--- src/rtl/vending_input_conditioner.sv ---
// Button front-end for the vending FSM: polarity fix, 2-FF synchronizer,
// per-channel debounce, press capture and a fixed-priority pulse arbiter.
// Channel order everywhere: bit 0 = coin, bit 1 = coffee, bit 2 = sprite.
module vending_input_conditioner #(
    parameter int unsigned DEBOUNCE_CYCLES = 16,
    parameter int unsigned GAP_CYCLES      = 2,
    parameter bit          BTN_ACTIVE_LOW  = 1'b0
) (
    input  logic clk,
    input  logic rst_n,
    input  logic i_btn_coin,
    input  logic i_btn_coffee,
    input  logic i_btn_sprite,
    output logic o_coin,
    output logic o_coffee,
    output logic o_sprite,
    output logic o_busy
);

    localparam int unsigned NCH   = 3;
    localparam int unsigned CNT_W = (DEBOUNCE_CYCLES < 1) ? 1 : $clog2(DEBOUNCE_CYCLES + 1);
    localparam int unsigned GAP_W = (GAP_CYCLES < 1) ? 1 : $clog2(GAP_CYCLES + 1);

    // Counter value on which the next mismatching sample completes the debounce window.
    localparam logic [CNT_W-1:0] CNT_LAST = CNT_W'(DEBOUNCE_CYCLES - 1);
    localparam logic [GAP_W-1:0] GAP_LOAD = GAP_W'(GAP_CYCLES);
    localparam bit               HAS_GAP  = (GAP_CYCLES != 0);

    typedef enum logic [1:0] {
        ST_IDLE = 2'd0,
        ST_GAP  = 2'd1
    } state_t;

    logic [NCH-1:0]   btn_c;
    logic [NCH-1:0]   sync_q1;
    logic [NCH-1:0]   sync_q2;
    logic [CNT_W-1:0] db_cnt [NCH];
    logic [NCH-1:0]   stable;
    logic [NCH-1:0]   rise_c;
    logic [NCH-1:0]   pending;
    logic [NCH-1:0]   grant_c;
    logic [NCH-1:0]   clr_c;
    logic [NCH-1:0]   req;
    logic [GAP_W-1:0] gap_cnt;
    logic             busy;
    state_t           state;

    // Normalise to "1 = pressed" ahead of the synchronizer.
    assign btn_c = {i_btn_sprite, i_btn_coffee, i_btn_coin} ^ {NCH{BTN_ACTIVE_LOW}};

    // Two-stage synchronizer; only the second stage feeds the logic.
    always_ff @(posedge clk or negedge rst_n) begin
        if (!rst_n) begin
            sync_q1 <= '0;
            sync_q2 <= '0;
        end else begin
            sync_q1 <= btn_c;
            sync_q2 <= sync_q1;
        end
    end

    // Debounce: stable follows the synced level once it has differed for the full window.
    always_ff @(posedge clk or negedge rst_n) begin
        if (!rst_n) begin
            stable <= '0;
            for (int i = 0; i < NCH; i++) begin
                db_cnt[i] <= '0;
            end
        end else begin
            for (int i = 0; i < NCH; i++) begin
                if (sync_q2[i] == stable[i]) begin
                    db_cnt[i] <= '0;
                end else if (db_cnt[i] == CNT_LAST) begin
                    stable[i] <= ~stable[i];
                    db_cnt[i] <= '0;
                end else begin
                    db_cnt[i] <= db_cnt[i] + CNT_W'(1);
                end
            end
        end
    end

    // Press detect: stable is about to rise on this edge.
    always_comb begin
        rise_c = '0;
        for (int i = 0; i < NCH; i++) begin
            rise_c[i] = ~stable[i] & sync_q2[i] & (db_cnt[i] == CNT_LAST);
        end
    end

    // Fixed priority coin > coffee > sprite; a grant only consumes pending when IDLE.
    always_comb begin
        grant_c = '0;
        if (pending[0]) begin
            grant_c = 3'b001;
        end else if (pending[1]) begin
            grant_c = 3'b010;
        end else if (pending[2]) begin
            grant_c = 3'b100;
        end
        clr_c = (state == ST_IDLE) ? grant_c : '0;
    end

    // Pending flags; a new press on the same edge as its issue keeps the bit set.
    always_ff @(posedge clk or negedge rst_n) begin
        if (!rst_n) begin
            pending <= '0;
        end else begin
            pending <= (pending & ~clr_c) | rise_c;
        end
    end

    // Arbiter FSM: one-cycle pulse from IDLE, then GAP_CYCLES forced idle cycles.
    always_ff @(posedge clk or negedge rst_n) begin
        if (!rst_n) begin
            state   <= ST_IDLE;
            gap_cnt <= '0;
            req     <= '0;
            busy    <= 1'b0;
        end else begin
            req  <= '0;
            busy <= (state != ST_IDLE) | (|pending);
            case (state)
                ST_IDLE: begin
                    if (|pending) begin
                        req <= grant_c;
                        if (HAS_GAP) begin
                            state   <= ST_GAP;
                            gap_cnt <= GAP_LOAD;
                        end
                    end
                end
                ST_GAP: begin
                    if (gap_cnt <= GAP_W'(1)) begin
                        gap_cnt <= '0;
                        state   <= ST_IDLE;
                    end else begin
                        gap_cnt <= gap_cnt - GAP_W'(1);
                    end
                end
                default: begin
                    state   <= ST_IDLE;
                    gap_cnt <= '0;
                end
            endcase
        end
    end

    assign o_coin   = req[0];
    assign o_coffee = req[1];
    assign o_sprite = req[2];
    assign o_busy   = busy;

endmodule

--- config.mk ---
export PLATFORM = sky130hd
export DESIGN_NAME = vending_input_conditioner
export DESIGN_NICKNAME = d
export VERILOG_FILES = /design/src/rtl/vending_input_conditioner.sv
export SDC_FILE = /design/constraint.sdc
export NUM_CORES = 1
export LEC_CHECK = 0
export BUFFER_PORTS_ARGS = -buffer_cell sky130_fd_sc_hd__buf_2
export CAP_MARGIN = 20
export CORE_MARGIN = 3
export CORE_UTILIZATION = 57
export DETAILED_ROUTE_END_ITERATION = 7
export PLACE_DENSITY = 0.76
export SLEW_MARGIN = 20
export SYNTH_ARGS = -nofsm -noshare
export SYNTH_HDL_FRONTEND = slang
export SYNTH_SLANG_ARGS = --single-unit
--- constraint.sdc ---
create_clock -name clk -period 1.7 [get_ports clk]
set_clock_uncertainty 0.1 [all_clocks]
set_input_delay 0.085 -clock clk [delete_from_list [all_inputs] [get_ports clk]]
set_output_delay 0.085 -clock clk [all_outputs]
set_load 0.02 [all_outputs]
==> results.txt <==
Yosys Warn Count - 0
Max stage delay on crit path - 380 ps
Power Dens Cells - 903 mW/mm²
Clock Sinks - 34
Logic depth of the worst setup path including buffers - 4
Logic pwr share - 5.3%
GRT Total Usage - 16.8%
# setup viols final - 0
Die Ht - 54.1 µm
RSZ-0062 raised after global routing - false
Worst-path clk slew - 90 ps
Core Box Area - 0.00208 mm²
CTS tree - built
Min Hold Slack - 249 ps
FFs w/ async S/R, synth - 100%
Initial Utilization - 63.5%
P_int - 0.00105 W
Most numerous cell in the Yosys netlist - dfrtp_1
Vias post-DR - 784
Routed length per instance - 11.5 µm
Hpwl dp - 1260 µm
Clock root cell - clkbuf_4
Die ar. - 0.00293 mm²
Worst-Skew Late Latency - 320 ps
RR Endpoint - stable[2]
Crit path max fanout - 3
Synth cell types - 22
Post-synthesis sequential area ratio - 64.4%
#FFs+latches synth - 34
Crit start category - flop
Reg power frac - 63.7%
Slew @ Worst Pin - 699 ps
Syn Std Cell Area - 0.00132 mm²
Worst slack, placed - 462 ps
Ys flop type - dfrtp_1
Hold Violations, Final - 0
Delay-heaviest family, CP - flip-flops
Crit-path slowest cell - dfrtp_1
CTS buffer count - 5
Area contributors post-synth - dfrtp_1 (64%), ha_1 (5.7%), nor2_1 (4.5%)
Final WS setup - 460 ps
Fill count - 163
Total Wirelength - 1750 µm
I/O pin count - 9
Fin. max-slew vios - 0
DRT antenna net count - 0
Via density - 5.12
Worst Hold Class - input pin to asynchronous set/reset pin
Slew HR - 53.4%
Final min period - 1240 ps
CTS H-tree lvls - 2
Largest net degree at the start of global routing - 35
Congestion Overflow GR - 0
Row count - 16
Share of cells above drive strength 1 - 14.3%
DRC - 0
Port Buffers - 8
Syn Nets - 120
GP Congestion - 0.746
Setup TNS Final - 0 ps
Status - finished, final reports clean
Synthesized instance count - 109
TritonRoute pass-1 iters - 3
Avg Inst Size Synth - 12.1 µm²
R2R Setup Slk - 460 ps
First-pass GRT wire length - 3330 µm
Arrival time of the worst setup path - 1380 ps
Share of the synthesized area in the top cell type - 64.4%
Clock share of power - 30.9%
Leading area contributor after synthesis - dfrtp_1
Worst r2r path cells - 4
Leak pwr - 0.723 nW
CP required - 1840 ps
FMAX - 0.806 GHz
Synth-to-layout area growth - 11.6%
Buffers & Inverters on Critical Path - 0
Max-Cap Viols - 0
Vias in the first global route - 779
Net Sw Frac - 21.1%
Critical path class - flop to flop
Number of synthesized flops with an enable pin - 0
Initial antenna violation count - 0
Die Width - 54.1 µm
Crit. End Element - flop
VDD IR max - 755 µV
DR iter-0 viols - 9
Synth cell count leaders - dfrtp_1 (34), nor2_1 (16), inv_1 (14), ha_1 (6), xnor2_1 (6)
Post-CTS Setup Bufs - 0
Worst path cell trace - ha_1 > nand4b_1 > nor2_1 > xnor2_1
Reg2reg start - db_cnt[0]
Antenna cells - 0
Final net count - 138
Clock buffer depth - 2
Final critical-path share of the clock period - 72.9%
Switching pwr - 0.000282 W
-- per-stage QoR --
step                total power [W]  cells  util (%)  cell area [µm²]
finish                      0.00133    153      70.9             1480
global route                0.00141    153      70.9             1480
CTS                         0.00135    153      70.9             1480
detailed placement         0.000932    143      66.5             1380
global placement           0.000927    143      66.5             1380
floorplan                  0.000901    109         -             1320
-- final cells by class --
class	count	area, µm²	share of cell area (%)
Sequential cell	34	851	57.7
Clock buffer	6	51.3	3.48
Timing Repair Buffer	12	80.1	5.43
Inverter	15	56.3	3.82
Multi-Input combinational cell	59	403	27.3
Tap cell	27	33.8	2.29
-- logic make-up after synthesis --
logic type / Yosys count / share of synthesized area, %
compound gates: 11 / 5.49
xor+xnor: 9 / 5.97
fa+ha+maj: 6 / 5.68
buf+inv: 16 / 5.11
flops: 34 / 64.4
simple gates: 33 / 13.4
-- power groups by stage --
stage	clock [W]	sequential [W]	combinational (W)
final	0.000412	0.000848	0.0000710
after global routing	0.000472	0.000853	0.0000853
after CTS	0.000431	0.000849	0.0000739
after detailed placement	0	0.000865	0.0000665
after global placement	0	0.000863	0.0000632
after floorplan	0	0.000862	0.0000393
-- repair_timing --
item | CTS | global route
hold buffers | 4 | 0
gates resized for setup | 0 | 0
endpoints found under the hold margin | 37 | 0
-- cell usage in the layout (no fill, tap or decap) --
cell type       n
dfrtp_1        34
nor2_1         16
inv_1          14
buf_2           8
xnor2_1         6
ha_1            6
o21ai_0         5
clkbuf_4        5
dlygate4sd3_1   4
nand4b_1        3
nand2b_1        3
nand3_1         3
xor2_1          3
nand2_1         3
a311oi_1        3
nor3b_1         1
or3_4           1
o2bb2ai_1       1
nor4_2          1
inv_2           1
o21ai_1         1
o21a_1          1
nor3_1          1
and2b_2         1
clkbuf_8        1
-- how the worst max path moves through the flow --
stage          startpoint          to  slack [ps]
5_1_grt        db_cnt[10]   stable[0]         350
3_5_place_dp    db_cnt[0]   stable[2]         460
6_report        db_cnt[0]   stable[2]         460
2_1_floorplan    state[0]  pending[2]         510
4_1_cts         db_cnt[0]   stable[2]         450
3_3_place_gp     state[0]  pending[2]         510
-- per-layer routing --
metal  up-vias  track usage (%)  routed length (µm)
met3         4             7.48                  97
li1        389                -                   -
met5         -                0                   0
met1       378             19.0                 765
met4         0             7.47                  34
met2        13             27.3                 858
-- registers in the layout, indices dropped and copies added, names as in the netlist --
signal,flops
pending,3
sync_q2,3
state,1
req,3
db_cnt,15
sync_q1,3
stable,3
gap_cnt,2
o_busy,1
-- worst register-to-register path: stages, from the launching register on --
cell,delay (ps)
dfrtp_1,380
ha_1,210
nand4b_1,160
nor2_1,170
xnor2_1,140
No activity file was read; power rests on OpenSTA's default activity.
